--- src/rtl/rf_op_sequencer_if.sv ---
// Command and register-file port bundle between the instruction decoder,
// the op sequencer and the 8x8 register file.
interface rf_op_sequencer_if #(
  parameter int DATA_W = 8,
  parameter int ADDR_W = 3
);
  // Decoder -> sequencer command handshake
  logic              cmd_valid;
  logic              cmd_ready;
  logic [2:0]        cmd_op;
  logic [ADDR_W-1:0] cmd_rd;
  logic [ADDR_W-1:0] cmd_rs1;
  logic [ADDR_W-1:0] cmd_rs2;
  logic [DATA_W-1:0] cmd_imm;

  // Sequencer <-> register file
  logic [ADDR_W-1:0] raddr1;
  logic [ADDR_W-1:0] raddr2;
  logic [DATA_W-1:0] rdata1;
  logic [DATA_W-1:0] rdata2;
  logic              we;
  logic [ADDR_W-1:0] waddr;
  logic [DATA_W-1:0] wdata;

  // Status
  logic [DATA_W-1:0] result;
  logic              flag_z;
  logic              flag_c;
  logic              done;

  // Sequencer side
  modport master (
    input  cmd_valid, cmd_op, cmd_rd, cmd_rs1, cmd_rs2, cmd_imm, rdata1, rdata2,
    output cmd_ready, raddr1, raddr2, we, waddr, wdata, result, flag_z, flag_c, done
  );

  // Decoder / register-file side
  modport slave (
    output cmd_valid, cmd_op, cmd_rd, cmd_rs1, cmd_rs2, cmd_imm, rdata1, rdata2,
    input  cmd_ready, raddr1, raddr2, we, waddr, wdata, result, flag_z, flag_c, done
  );
endinterface

--- src/rtl/rf_op_sequencer.sv ---
// Register-op sequencer: accepts one command, reads two operands from the
// register file, computes an ALU result and writes it back. Fixed four-cycle
// IDLE -> READ -> EXEC -> WRITE sequence per command.
module rf_op_sequencer #(
  parameter int DATA_W = 8,
  parameter int ADDR_W = 3
) (
  input logic                clk,
  input logic                areset,
  rf_op_sequencer_if.master  bus
);

  typedef enum logic [1:0] {
    S_IDLE,
    S_READ,
    S_EXEC,
    S_WRITE
  } state_t;

  typedef enum logic [2:0] {
    OP_ADD = 3'b000,
    OP_SUB = 3'b001,
    OP_AND = 3'b010,
    OP_OR  = 3'b011,
    OP_XOR = 3'b100,
    OP_MOV = 3'b101,
    OP_LDI = 3'b110,
    OP_CMP = 3'b111
  } op_t;

  state_t            state;
  state_t            state_next;
  op_t               op_q;
  logic [ADDR_W-1:0] rd_q;
  logic [DATA_W-1:0] imm_q;
  logic [DATA_W-1:0] a_q;
  logic [DATA_W-1:0] b_q;
  logic [DATA_W-1:0] alu_res;
  logic              alu_c;
  logic [DATA_W:0]   sum_ext;
  logic              accept;

  assign accept = bus.cmd_valid && (state == S_IDLE);

  // State register
  // NOTE: sequential state uses non-blocking (<=) so every flop samples the
  // pre-edge values of its inputs regardless of process evaluation order.
  always_ff @(posedge clk or posedge areset) begin
    if (areset) state <= S_IDLE;
    else        state <= state_next;
  end

  // Next-state and handshake/write-strobe decode from the registered state only
  // NOTE: every output gets a default before the case so no path leaves a
  // signal unassigned, which would otherwise infer a latch.
  always_comb begin
    state_next    = state;
    bus.cmd_ready = 1'b0;
    bus.we        = 1'b0;
    bus.done      = 1'b0;
    case (state)
      S_IDLE: begin
        bus.cmd_ready = 1'b1;
        if (bus.cmd_valid) state_next = S_READ;
      end
      S_READ:  state_next = S_EXEC;
      S_EXEC:  state_next = S_WRITE;
      S_WRITE: begin
        bus.done   = 1'b1;
        bus.we     = (op_q != OP_CMP);
        state_next = S_IDLE;
      end
      default: state_next = S_IDLE;
    endcase
  end

  // Latch command fields and read addresses on accept; held until next accept
  always_ff @(posedge clk or posedge areset) begin
    if (areset) begin
      op_q       <= OP_ADD;
      rd_q       <= '0;
      imm_q      <= '0;
      bus.raddr1 <= '0;
      bus.raddr2 <= '0;
    end else if (accept) begin
      op_q       <= op_t'(bus.cmd_op);
      rd_q       <= bus.cmd_rd;
      imm_q      <= bus.cmd_imm;
      bus.raddr1 <= bus.cmd_rs1;
      bus.raddr2 <= bus.cmd_rs2;
    end
  end

  // Capture operands from the combinational register-file read during READ
  always_ff @(posedge clk or posedge areset) begin
    if (areset) begin
      a_q <= '0;
      b_q <= '0;
    end else if (state == S_READ) begin
      a_q <= bus.rdata1;
      b_q <= bus.rdata2;
    end
  end

  // ALU: result and carry/borrow for the latched opcode
  always_comb begin
    sum_ext = {1'b0, a_q} + {1'b0, b_q};
    alu_res = '0;
    alu_c   = 1'b0;
    case (op_q)
      OP_ADD: begin
        alu_res = sum_ext[DATA_W-1:0];
        alu_c   = sum_ext[DATA_W];
      end
      OP_SUB, OP_CMP: begin
        alu_res = a_q - b_q;
        alu_c   = (a_q < b_q);
      end
      OP_AND:  alu_res = a_q & b_q;
      OP_OR:   alu_res = a_q | b_q;
      OP_XOR:  alu_res = a_q ^ b_q;
      OP_MOV:  alu_res = a_q;
      OP_LDI:  alu_res = imm_q;
      default: alu_res = '0;
    endcase
  end

  // Register result and flags at the end of EXEC; held everywhere else
  always_ff @(posedge clk or posedge areset) begin
    if (areset) begin
      bus.result <= '0;
      bus.flag_z <= 1'b0;
      bus.flag_c <= 1'b0;
    end else if (state == S_EXEC) begin
      bus.result <= alu_res;
      bus.flag_z <= (alu_res == '0);
      bus.flag_c <= alu_c;
    end
  end

  // Write port is driven straight from registered fields
  assign bus.waddr = rd_q;
  assign bus.wdata = bus.result;

endmodule
--- src/flat_wrapper.sv ---
// flat-port wrapper written by rule: the top's interface ports become plain ports
module rf_op_sequencer_flat 
#(
  parameter int DATA_W = 8,
  parameter int ADDR_W = 3
)
  (clk, areset, bus_cmd_valid, bus_cmd_op, bus_cmd_rd, bus_cmd_rs1, bus_cmd_rs2, bus_cmd_imm, bus_rdata1, bus_rdata2, bus_cmd_ready, bus_raddr1, bus_raddr2, bus_we, bus_waddr, bus_wdata, bus_result, bus_flag_z, bus_flag_c, bus_done);
  rf_op_sequencer_if #(.DATA_W(DATA_W), .ADDR_W(ADDR_W)) bus_i ();
  input logic clk;
  input logic areset;
  input wire logic [$bits(bus_i.cmd_valid)-1:0] bus_cmd_valid;
  input wire logic [$bits(bus_i.cmd_op)-1:0] bus_cmd_op;
  input wire logic [$bits(bus_i.cmd_rd)-1:0] bus_cmd_rd;
  input wire logic [$bits(bus_i.cmd_rs1)-1:0] bus_cmd_rs1;
  input wire logic [$bits(bus_i.cmd_rs2)-1:0] bus_cmd_rs2;
  input wire logic [$bits(bus_i.cmd_imm)-1:0] bus_cmd_imm;
  input wire logic [$bits(bus_i.rdata1)-1:0] bus_rdata1;
  input wire logic [$bits(bus_i.rdata2)-1:0] bus_rdata2;
  output wire logic [$bits(bus_i.cmd_ready)-1:0] bus_cmd_ready;
  output wire logic [$bits(bus_i.raddr1)-1:0] bus_raddr1;
  output wire logic [$bits(bus_i.raddr2)-1:0] bus_raddr2;
  output wire logic [$bits(bus_i.we)-1:0] bus_we;
  output wire logic [$bits(bus_i.waddr)-1:0] bus_waddr;
  output wire logic [$bits(bus_i.wdata)-1:0] bus_wdata;
  output wire logic [$bits(bus_i.result)-1:0] bus_result;
  output wire logic [$bits(bus_i.flag_z)-1:0] bus_flag_z;
  output wire logic [$bits(bus_i.flag_c)-1:0] bus_flag_c;
  output wire logic [$bits(bus_i.done)-1:0] bus_done;
  assign bus_i.cmd_valid = bus_cmd_valid;
  assign bus_i.cmd_op = bus_cmd_op;
  assign bus_i.cmd_rd = bus_cmd_rd;
  assign bus_i.cmd_rs1 = bus_cmd_rs1;
  assign bus_i.cmd_rs2 = bus_cmd_rs2;
  assign bus_i.cmd_imm = bus_cmd_imm;
  assign bus_i.rdata1 = bus_rdata1;
  assign bus_i.rdata2 = bus_rdata2;
  assign bus_cmd_ready = bus_i.cmd_ready;
  assign bus_raddr1 = bus_i.raddr1;
  assign bus_raddr2 = bus_i.raddr2;
  assign bus_we = bus_i.we;
  assign bus_waddr = bus_i.waddr;
  assign bus_wdata = bus_i.wdata;
  assign bus_result = bus_i.result;
  assign bus_flag_z = bus_i.flag_z;
  assign bus_flag_c = bus_i.flag_c;
  assign bus_done = bus_i.done;
  rf_op_sequencer #(.DATA_W(DATA_W), .ADDR_W(ADDR_W)) u_core (.clk(clk), .areset(areset), .bus(bus_i));
endmodule
--- config.mk ---
export PLATFORM = sky130hd
export DESIGN_NAME = rf_op_sequencer_flat
export DESIGN_NICKNAME = d
export VERILOG_FILES = /design/src/rtl/rf_op_sequencer_if.sv /design/src/rtl/rf_op_sequencer.sv /design/src/flat_wrapper.sv
export SDC_FILE = /design/constraint.sdc
export NUM_CORES = 1
export LEC_CHECK = 0
export BUFFER_PORTS_ARGS = -buffer_cell sky130_fd_sc_hd__clkbuf_2
export CAP_MARGIN = 20
export CORE_AREA = 2 2 71 106
export DETAILED_ROUTE_END_ITERATION = 10
export DIE_AREA = 0 0 73 108
export PLACE_DENSITY = 0.73
export SLEW_MARGIN = 25
export SYNTH_ARGS = -nofsm -noshare
export SYNTH_HDL_FRONTEND = slang
export SYNTH_SLANG_ARGS = --single-unit
--- constraint.sdc ---
create_clock -name clk -period 2.5 [get_ports clk]
set_input_delay 0 -clock clk [delete_from_list [all_inputs] [get_ports clk]]
set_output_delay 0 -clock clk [all_outputs]
set_load 0.01 [all_outputs]
== After elaboration in Yosys (flattened, before gate mapping) ==
Index checks and enable logic that the tools add are counted.
W data, S select, Z words.
Storage, ports and cells
  word-level logic and storage cells: 41
  bits in registers: 48
  bits of input ports: 39
  output and inout bits: 30
Cells by class
  add/sub/neg operators: 2
  equality and inequality tests: 12
  bitwise logic cells: 3
  reduce and logical (&&, ||, !) cells: 5
  multiplexer cells: 7
  order comparisons: 1
Operator list (count)
  $pmux W8 S7: 1
  $eq A3 B3 Y1 const B: 4
  $add A8 B8 Y9: 1
  $and A8 B8 Y8: 1
  $logic_not A8 Y1: 1
  $lt A8 B8 Y1: 1
  $or A8 B8 Y8: 1
  $pmux W2 S4: 1
  $sub A8 B8 Y8: 1
  $xor A8 B8 Y8: 1
  $eq A3 B2 Y1 const B: 2
  $eq A2 B2 Y1 const B: 2
  $eq A3 B1 Y1 const B: 1
  $logic_not A3 Y1: 1
  $mux W1: 3
  $ne A3 B3 Y1 const B: 1
  $eq A2 B1 Y1 const B: 1
  $logic_not A2 Y1: 1
  $mux W2: 1
  $ne A2 B2 Y1 const B: 1
  $pmux W1 S2: 1
  $reduce_or A2 Y1: 1
  $logic_and A1 B1 Y1: 1

== Logic depth before layout (Yosys ltp) ==
Gate-level depths: netlist (run 1).
  word-level depth: 4
  gate-level depth with buffers: 10
  mapped depth without buffers: 10

== Worst setup path before layout (run 1) ==
Ideal clock, no wire load.
  path type: register to register
  start point: register u_core.b_q[1]
  end point: register u_core.bus.flag_z
  buffers on the path: 0
  setup time: 0.095 ns
  required time: 2.405 ns
  slack: 0.129 ns
  stages on the path, launching flop included: 10
  arrival: 2.275 ns
  period minus slack after synthesis: 2.371 ns
  cell sequence: dfrtp_1 > inv_1 > ha_1 > o21bai_1 > a2111oi_4 > nor3_1 > a2111o_1 > a211oi_2 > nand4_1 > o32ai_2
On the way
  longest elaborated chain between the ends: 3
  elaborated cells between the ends (all ways): 7
  classes of those cells: add/sub (2); mux (1); bitwise (3); reduce/logical (1)
RTL lines
  start, declared: RTL line rf_op_sequencer.sv:37  | logic [DATA_W-1:0] b_q;
  start signal, assigned: RTL line rf_op_sequencer.sv:101  | b_q <= bus.rdata2;
  $sub A8 B8 Y8 (tied with other cells): RTL line rf_op_sequencer.sv:116  | alu_res = a_q - b_q;
  $pmux W8 S7 *: RTL line rf_op_sequencer.sv:110  | case (op_q)
  $logic_not A8 Y1 *: RTL line rf_op_sequencer.sv:136  | bus.flag_z <= (alu_res == '0);
  end signal, assigned: RTL line rf_op_sequencer.sv:136
  end, declared: RTL line rf_op_sequencer_if.sv:34  | output cmd_ready, raddr1, raddr2, we, waddr, wdata, result, flag_z, flag_c, done
Mark *: on every way between the ends. The rest lies on a longest branch, timed or not.
A chain may end at the register's enable or synchronous reset.

== Worst setup path after layout (run 1) ==
  start point: register u_core.a_q[6]
  end point: register u_core.bus.flag_z
On the way
  longest elaborated chain between the ends: 3
  elaborated cells between the ends (all ways): 7
  classes of those cells: add/sub (2); mux (1); bitwise (3); reduce/logical (1)
RTL lines
  start, declared: RTL line rf_op_sequencer.sv:36  | logic [DATA_W-1:0] a_q;
  start signal, assigned: RTL line rf_op_sequencer.sv:100  | a_q <= bus.rdata1;
  $sub A8 B8 Y8 (tied with other cells): RTL line rf_op_sequencer.sv:116
  $pmux W8 S7 *: RTL line rf_op_sequencer.sv:110
  $logic_not A8 Y1 *: RTL line rf_op_sequencer.sv:136
Marks and branches as above.

==> results, run 1 <==
- The flow ran to the end, and the final reports show no timing, DRC or antenna violations.
- The proportion of layout cells with a drive suffix above 1 is 34.4%.
- Input and output buffers added on the ports amount to 68.
- After layout, the worst path uses 95.1% of the clock period.
- After detailed placement, the total cell area comes to 3830 sq um.
- The area of the die is 7880 sq um.
- The starting density of the core is 49.3%.
- The final critical delay including setup and external delays is 2.38 ns.
- The wire length of the first global-routing pass is 13800 um.
- The sequential fraction of design power is 21.3%.
- Between clock sinks in the finished design, the worst skew comes to 0.00979 ns.
- Along the worst path, the maximum fanout reaches 8.
- The detail-routed net length per standard cell is 15.4 um.
- The number of clock buffers inserted by TritonCTS is 5.
- TritonCTS built the clock tree.
- The Yosys step of the flow raised 0 warnings.
- sky130_fd_sc_hd__dfrtp_1 takes more of the synthesized area than any other cell.
- The aggregate routed wire length is 8450 um.
- The H-tree level count is 2.
- The weighted congestion reported at the end of routability-driven placement is 0.919.
- The total leakage power is 0.00212 uW.
- The number of global-route vias before repair is 2973.
- The row count is 37.
- The simple logic cell fraction of the synthesized area is 11.7%.
- The proportion of synthesized flip-flops having asynchronous set or reset is 100%.
- The number of pins exceeding their max-slew limit in the final report is 0.
- The top cell type by area accounts for 35.3% of the synthesized area.
- The number of sinks driven by the clock tree is 48.
- The kind of end point of the critical path is a flip-flop.
- The signal on the critical path passes through inv_1 > ha_2 > nor2b_2 > o21ai_0 > a21oi_1 > a2111o_1 > a211oi_2 > nand4_1 > o32ai_2.
- The required time reported for the critical path endpoint is 2.73 ns.
- Before antenna repair, the detailed router went through 5 iterations.
- The worst stage delay on the critical path is 0.43 ns.
- Across all layers, the routed design uses 2993 vias.
- The cell type of the slowest stage on the worst timing path is sky130_fd_sc_hd__ha_2.
- Detailed placement ended at an HPWL of 5810 um.
- The most instantiated flip-flop cell in the synthesis netlist is sky130_fd_sc_hd__dfrtp_1.
- The utilization of the core after routing is 65.0%.
- The number of synthesized register bits is 48.
- The adder and majority cell fraction of the synthesized area is 11.9%.
- The count of cell types in the netlist is 58.
- The arrival time at the worst endpoint is 2.61 ns.
- The relative slew slack is 44.6%.
- The total global routing track utilization is 22.4%.
- For this design the top-level I/O count stands at 69.
- The DRC marker count from the first detailed-route iteration is 222.
- For this run, design rule violations remaining after detail routing come to 0.
- The number of cell instances on the worst register-to-register path is 9.
- The count of flip-flops with a built-in enable after synthesis is 0.
- The internal power consumption is 3780 uW.
- The die boundary width is 73 um.
- The maximum operating frequency is 421 MHz.
- The mapped cell area is 3400 sq um.
- The mux contribution to synthesized area is 10.4%.
- In this run the power density over the cells is 1540 nW/um^2.
- After technology mapping, the gate count stands at 357.
- The area growth from synthesis to layout is 31.9%.
- The worst vdd rail ir drop is 0.873 mV.
- By area the synthesized netlist is led by sky130_fd_sc_hd__dfrtp_1 35%, sky130_fd_sc_hd__ha_1 11%, sky130_fd_sc_hd__mux2_2 7.9%.
- The element type at the critical path start is a flip-flop.
- The net switching power is 3130 uW.
- Sequential elements use 35.3% of the synthesized area.
- The total count of hold-check failures in the final report is 0.
- Clock-pin slew was measured on the worst setup and hold paths at 0.09 ns.
- The synthesized netlist net count is 427.
- The longest clock path from root to sink contains 2 buffers.
- The mean instance size in the synthesized netlist is 9.52 sq um.
- The parity-gate share of the synthesized area counting xor and xnor cells is 1.29%.
- The core region area is 6900 sq um.
- For this run the aggregate overflow at the end of global routing stands at 0.
- The number of antenna diodes in the final layout is 0.
- The routed via count divided by cell count is 5.45.
- The main combinational cell family by area after synthesis is compound AO/OA/AOI/OAI gates.
- The worst-margin pin slew is 0.830 ns.
- The max-cap check violation count is 0.
- The floorplan die height is 108 um.
- The synthesized netlist devotes 19.8% of its cell area to compound gates.
- The largest net degree at the start of global routing is 49.
- With fillers left out, the area of the finished cells amounts to 4480 sq um.
- The number of nets in the final layout is 540.
- The setup path with the least slack is of type reg -> reg.
- Per report_power, the clock group accounts for 8.8% of the total.
- The initial antenna violation count was 0.
- The buffer type at the clock tree root is sky130_fd_sc_hd__clkbuf_8.
- Once detail routing completed, the nets flagged for antenna violations numbered 0.
- Of the total power, combinational logic draws 69.8%.
- The switching power as a share of total power is 45.3%.
- The tightest hold path in the finished design has a slack of 0.352 ns.
- The clock latency on the worst-skew pair is 0.32 ns.
- The final-report setup violation count is 0.
- The tightest min-delay check is of the in -> async type.
-- through the flow --
step | setup slack, ns | setup TNS, ns | total power (uW) | instances
global route | -0.000339 | -0.000339 | 7480 | 549
global placement | 0.0438 | 0 | 5650 | 499
finish | 0.122 | 0 | 6900 | 549
detailed placement | 0.0222 | 0 | 5800 | 499
CTS | 0.0138 | 0 | 6510 | 546
floorplan | 0.129 | 0 | 4720 | 357
-- layout by cell type (no fill, tap or decap), types with 3 or more instances in the layout --
cell / n
sky130_fd_sc_hd__dfrtp_1: 48
sky130_fd_sc_hd__mux2i_1: 6
sky130_fd_sc_hd__a222oi_1: 3
sky130_fd_sc_hd__clkbuf_8: 6
sky130_fd_sc_hd__a22oi_1: 4
sky130_fd_sc_hd__ha_1: 23
sky130_fd_sc_hd__o22ai_1: 5
sky130_fd_sc_hd__a21o_1: 4
sky130_fd_sc_hd__inv_1: 28
sky130_fd_sc_hd__inv_2: 5
sky130_fd_sc_hd__nor2b_1: 8
sky130_fd_sc_hd__nand3_1: 4
sky130_fd_sc_hd__dlygate4sd3_1: 38
sky130_fd_sc_hd__nor2_1: 16
sky130_fd_sc_hd__buf_4: 30
sky130_fd_sc_hd__nand2b_1: 5
sky130_fd_sc_hd__a21oi_1: 21
sky130_fd_sc_hd__ha_4: 4
sky130_fd_sc_hd__nor3_1: 3
sky130_fd_sc_hd__clkbuf_2: 68
sky130_fd_sc_hd__o21ai_0: 29
sky130_fd_sc_hd__a21oi_2: 3
sky130_fd_sc_hd__nand2_1: 26
sky130_fd_sc_hd__mux2_2: 24
sky130_fd_sc_hd__xnor2_1: 4
-- sequential cells by signal, indices dropped and copies added (netlist names) --
signal	cells
u_core.bus.flag_z	1
u_core.b_q	8
u_core.bus.flag_c	1
u_core.state	2
u_core.a_q	8
u_core.bus.waddr	3
u_core.op_q	3
u_core.bus.result	8
u_core.imm_q	8
u_core.bus.raddr2	3
u_core.bus.raddr1	3
-- kinds of logic (layout without fill, tap and decap cells) --
group,after synthesis,in the layout
xor gates and xnor gates,5,5
buffers and inverters,64,178
and+or+nand+nor,78,78
adders and majority gates,31,31
AOI/OAI and AO/OA,99,99
DFF,48,48
muxes,32,32
-- synthesized netlist by cell type (3+ instances only) --
library cell               number
sky130_fd_sc_hd__a31oi_1        3
sky130_fd_sc_hd__a21o_1         4
sky130_fd_sc_hd__ha_1          29
sky130_fd_sc_hd__buf_4          9
sky130_fd_sc_hd__o21bai_1       4
sky130_fd_sc_hd__nor2b_1        9
sky130_fd_sc_hd__nand2b_1       5
sky130_fd_sc_hd__o21ai_0       29
sky130_fd_sc_hd__nand2_1       26
sky130_fd_sc_hd__a222oi_1       3
sky130_fd_sc_hd__a22oi_1        5
sky130_fd_sc_hd__clkbuf_1       7
sky130_fd_sc_hd__o31ai_1        3
sky130_fd_sc_hd__inv_1         33
sky130_fd_sc_hd__o22ai_1        5
sky130_fd_sc_hd__a21oi_1       24
sky130_fd_sc_hd__buf_2          8
sky130_fd_sc_hd__nor3_1         3
sky130_fd_sc_hd__buf_6          6
sky130_fd_sc_hd__mux2i_1        6
sky130_fd_sc_hd__mux2_2        24
sky130_fd_sc_hd__dfrtp_1       48
sky130_fd_sc_hd__nor2_1        16
sky130_fd_sc_hd__xnor2_1        4
sky130_fd_sc_hd__nand3_1        4
-- path summary, 6_finish.rpt --
check	start	endpoint	slack, ns
min reg2reg	u_core.bus.raddr1[1]$_DFFE_PP0P_	u_core.bus.raddr1[1]$_DFFE_PP0P_	0.52
max	u_core.a_q[6]$_DFFE_PP0N_	u_core.bus.flag_z$_DFFE_PP0P_	0.12
max reg2reg	u_core.a_q[6]$_DFFE_PP0N_	u_core.bus.flag_z$_DFFE_PP0P_	0.12
min in group clk	bus_rdata2[7]	u_core.b_q[7]$_DFFE_PP0N_	0.44
min	areset	u_core.b_q[0]$_DFFE_PP0N_	0.35
max in group asynchronous	areset	u_core.state[1]$_DFFE_PP0P_	1.65
-- power by group through the flow --
| stage | Clock, uW | Sequential [uW] | Combinational [uW] |
|---|---|---|---|
| 6_report | 610 | 1470 | 4820 |
| 5_1_grt | 650 | 1530 | 5300 |
| 4_1_cts | 621 | 1470 | 4430 |
| 3_5_place_dp | 0 | 1480 | 4320 |
| 3_3_place_gp | 0 | 1460 | 4200 |
| 2_1_floorplan | 0 | 1470 | 3250 |
-- critical path, delay by kind of cell (launching register included) --
family / cells / cell delay, ns
flip-flops: 1 / 0.41
AND/OR/NAND/NOR: 2 / 0.21
buffers and inverters: 1 / 0.07
AO/OA/AOI/OAI: 5 / 1.17
adder cells (fa/ha/maj): 1 / 0.43
-- layer usage --
metal  global-route usage, %  routed length, um
met5                       0                  0
met3                    4.10                380
met1                    25.3               3360
met2                    40.9               4530
met4                    8.20                188
-- layout make-up --
| type | instances | area (sq um) |
|---|---|---|
| tap | 78 | 97.6 |
| multi-input combinational | 245 | 1990 |
| sequential | 48 | 1200 |
| timing repair buffer | 136 | 946 |
| inverter | 34 | 129 |
| fill | 525 | 2410 |
| clock inverter | 2 | 38.8 |
| clock buffer | 6 | 82.6 |
-- timing repair --
action | CTS | global route
hold buffers | 38 | 0
setup buffers | 1 | 3
endpoints found under the setup margin | 1 | 5
resized for setup | 1 | 23
endpoints found under the hold margin | 86 | 0
pin swaps | 1 | 10
Note: power is estimated with default switching activity, not from simulation.
==> run 2: changes to the inputs <==
--- a/config.mk
+++ b/config.mk
@@ -5,12 +5,15 @@
 export SDC_FILE = /design/constraint.sdc
 export NUM_CORES = 1
 export LEC_CHECK = 0
+export ABC_AREA = 1
 export BUFFER_PORTS_ARGS = -buffer_cell sky130_fd_sc_hd__clkbuf_2
 export CAP_MARGIN = 20
-export CORE_AREA = 2 2 71 106
+export CORE_AREA = 2 2 70 105
 export DETAILED_ROUTE_END_ITERATION = 10
-export DIE_AREA = 0 0 73 108
+export DIE_AREA = 0 0 72 107
+export MAX_ROUTING_LAYER = met4
 export PLACE_DENSITY = 0.73
+export SETUP_SLACK_MARGIN = 0.15
 export SLEW_MARGIN = 25
 export SYNTH_ARGS = -nofsm -noshare
 export SYNTH_HDL_FRONTEND = slang
==> results, run 2 <==
- The run finished with clean final reports.
- Yosys mapped a number of flops with a built-in enable equal to 0.
- The worst-case clock skew is 0.0140 ns.
- The leading cell type in the layout, fill and taps excluded is sky130_fd_sc_hd__nand2_1.
- The count of yosys warnings during synthesis is 0.
- VDD sags by at most 0.888 mV.
- The H-tree level count is 2.
- The met2 wire length is 4690 um.
- The number of cells on the worst reg-to-reg path is 13.
- Counting along the longest clock path gives a buffer depth of 2.
- Derived from the worst setup path, the maximum achievable clock frequency is 487 MHz.
- Detailed routing placed a total of 288 um of wire on met3.
- For this block, the routed nets add up to 8660 um of wire.
- The area overhead of the layout relative to synthesis is 25.0%.
- Clock tree synthesis selected as its root buffer the cell sky130_fd_sc_hd__clkbuf_8.
- The wire length of the first global-routing pass is 14500 um.
- The detail-routed net length per standard cell is 14.7 um.
- The routed via count divided by cell count is 5.08.
- The number of pins exceeding their max-slew limit in the final report is 0.
- The summed area of non-filler cells in the final layout is 4160 sq um.
- The clock transition at the registers of the reported paths is 0.10 ns.
- The element type at the critical path start is a flip-flop.
- Entering global routing, the biggest net connects 49 pins.
- Global routing consumed, over all layers together, 25.1% of the routing resources.
- Synthesis produced a netlist with a net count of 487.
- The setup TNS after final layout is 0 ns.
- Of the cells placed in the final design, the portion with a size suffix greater than 1 is 22.6%.
- For this block, the initial DRC count from the detailed router was 129.
- After synthesis, flip-flops and latches occupy 36.1% of the total area.
- The count of nets left with antenna violations after detail routing is 0.
- TritonCTS created 5 clock buffers.
- The library cell appearing most often on the critical path is sky130_fd_sc_hd__nand2_1.
- By count the netlist is led by 97 x sky130_fd_sc_hd__nand2_1, 50 x sky130_fd_sc_hd__inv_1, 48 x sky130_fd_sc_hd__dfrtp_1.
- The die is 107 um tall.
- The uppermost layer routed is met4.
- The signal on the critical path passes through inv_1 > ha_2 > inv_1 > a21oi_1 > nand2_1 > nand2_1 > nand2_1 > nand2_1 > nand3_1 > nand2_1 > nand2_1 > nand4_1 > nand2_1.
- The number of antenna diodes is 0.
- The required time reported for the critical path endpoint is 2.72 ns.
- The worst-margin pin slew is 0.797 ns.
- Setup repair after global routing left no endpoint under its margin.
- TritonCTS built the clock tree.
- Measured against its own limit, the worst slew margin works out to 46.7%.
- The path class of the tightest hold or removal check is in -> async.
- The mapped cell area is 3330 sq um.
- After synthesis, the share of flip-flops with an asynchronous set or reset is 100%.
- For this run, the detailed router's first-pass iteration total came to 4.
- The post-CTS setup repair buffer count is 0.
- The met1 wire length is 3480 um.
- Leaving out fill and tap cells, the most frequent cells in the layout are 97 x sky130_fd_sc_hd__nand2_1, 68 x sky130_fd_sc_hd__clkbuf_2, 49 x sky130_fd_sc_hd__inv_1.
- CTS saw 48 sinks.
- The final critical delay including setup and external delays is 2.05 ns.
- In this design, the stage delay of the slowest critical-path cell is 0.45 ns.
- The floorplan step defined a die boundary enclosing 7700 sq um.
- The largest individual stage delay along the critical path comes from the cell sky130_fd_sc_hd__ha_2.
- The synthesized design contains 48 register bits.
- Dividing total power by cell area gives a power density of 1360 nW/um^2.
- The total leakage power is 0.00220 uW.
- The detailed-placement wirelength estimate is 6570 um.
- The final-report setup violation count is 0.
- The total overflow reported by the global router is 0.
- At the later pin of the worst-skew pair, clock insertion delay measures 0.32 ns.
- The initialized floorplan defines 37 standard-cell rows.
- The post-place instance area is 3660 sq um.
- The top cell type by area accounts for 36.1% of the synthesized area.
- The most instantiated flip-flop cell in the synthesis netlist is sky130_fd_sc_hd__dfrtp_1.
- The total area inside the core boundary comes to 6810 sq um.
- The routed layout has 3001 vias.
- The number of placed I/O pins is 69.
- The die is 72 um wide.
- The count of cell types in the netlist is 36.
- Dividing the final minimum period by the clock period gives 82.1%.
- The kind of end point of the critical path is a flip-flop.
- Summing all multi-input logic gate instances after layout gives 1770 sq um.
- Summing all flip-flop and latch instances after layout gives 1200 sq um.
- The quantity of I/O buffers inserted on ports is 68.
- In the routed design, unresolved DRC markers number 0.
- The max-cap check violation count is 0.
- After technology mapping, the gate count stands at 417.
- The number of global-route vias before repair is 3090.
- The initial utilization of the core area, before any placement, comes to 48.9%.
- The total count of hold-check failures in the final report is 0.
- Dividing the synthesized area by the synthesized cell count gives 7.98 sq um.
- The worst setup path is of the reg -> reg kind.
- The weighted congestion reported at the end of routability-driven placement is 0.999.
- The maximum fanout encountered on the critical timing path is 10.
- The initial antenna violation count was 0.
- For this run, the post-layout net count is 582.
- For this run, the share of the core covered by cells in the final layout is 61.2%.
- In the post-synthesis netlist, the biggest area contributors are sky130_fd_sc_hd__dfrtp_1 36%, sky130_fd_sc_hd__nand2_1 11%, sky130_fd_sc_hd__ha_1 11%.
- For the worst setup path, the data arrival time is 2.28 ns.
- The filler cells instantiated in the layout total 603.
- sky130_fd_sc_hd__nand2_1 is the most common cell in the netlist.
- The biggest area consumer among synthesized cells is sky130_fd_sc_hd__dfrtp_1.
==> run 2: metal layers <==
metal / global-route usage [%] / up-vias
met5: - / -
met4: 8.36 / 0
met3: 3.38 / 12
met2: 45.4 / 79
met1: 28.0 / 1380
li1: - / 1530
==> run 2: per-stage QoR <==
step,setup WS [ns],total power [uW],cells,hold WS [ns]
global placement,0.339,4930,545,0.207
CTS,0.339,5660,591,0.422
floorplan,0.736,4090,417,0.117
global route,0.186,6230,591,0.421
detailed placement,0.352,4980,545,0.215
finish,0.447,5660,591,0.339
==> run 2: kinds of logic (layout without fill, tap and decap cells) <==
group	after synthesis	after routing	share of synthesized area, %
AOI/OAI and AO/OA	57	57	8.99
DFF	48	48	36.1
adders and majority gates	31	31	12.1
muxes	16	16	5.41
and+or+nand+nor	183	183	25.9
buffers and inverters	79	175	10.7
xor gates and xnor gates	3	3	0.790
==> run 2: worst paths after layout <==
path	start	end	slack, ns
worst max-delay path	u_core.a_q[2]$_DFFE_PP0N_	u_core.bus.flag_z$_DFFE_PP0P_	0.45
worst min-delay path	areset	u_core.b_q[3]$_DFFE_PP0N_	0.34
worst max register to register	u_core.a_q[2]$_DFFE_PP0N_	u_core.bus.flag_z$_DFFE_PP0P_	0.45
worst min register to register	u_core.bus.flag_c$_DFFE_PP0P_	u_core.bus.flag_c$_DFFE_PP0P_	0.50
max in group asynchronous	areset	u_core.a_q[6]$_DFFE_PP0N_	1.68
min in group clk	bus_rdata1[5]	u_core.a_q[5]$_DFFE_PP0N_	0.42
==> run 2: area by class of cell <==
type,count,share of cell area [%]
clock inverters,2,0.932
repair buffers,110,18.0
inverters,57,5.23
well taps,78,2.35
clock buffers,6,1.98
flip-flops and latches,48,28.9
multi-input cells,290,42.6
==> run 2: power breakdown <==
part | switching (uW) | leakage, uW | internal, uW
registers | 327 | 0.000579 | 1160
clock network | 288 | 0.0000614 | 328
logic | 2240 | 0.00156 | 1310
total | 2860 | 0.00220 | 2800
==> run 2: repair_timing <==
item                       4_1_cts  5_1_grt
hold endpoints to repair        85        0
hold buffers                    38        0
resized for setup                0        1
setup endpoints to repair        0        3
==> run 2: worst max-delay path: cells and delay by family, from the launching register on <==
family,cells,cell delay [ns]
flops,1,0.40
buf+inv,2,0.18
fa+ha+maj,1,0.45
simple gates,9,0.75
compound gates,1,0.19
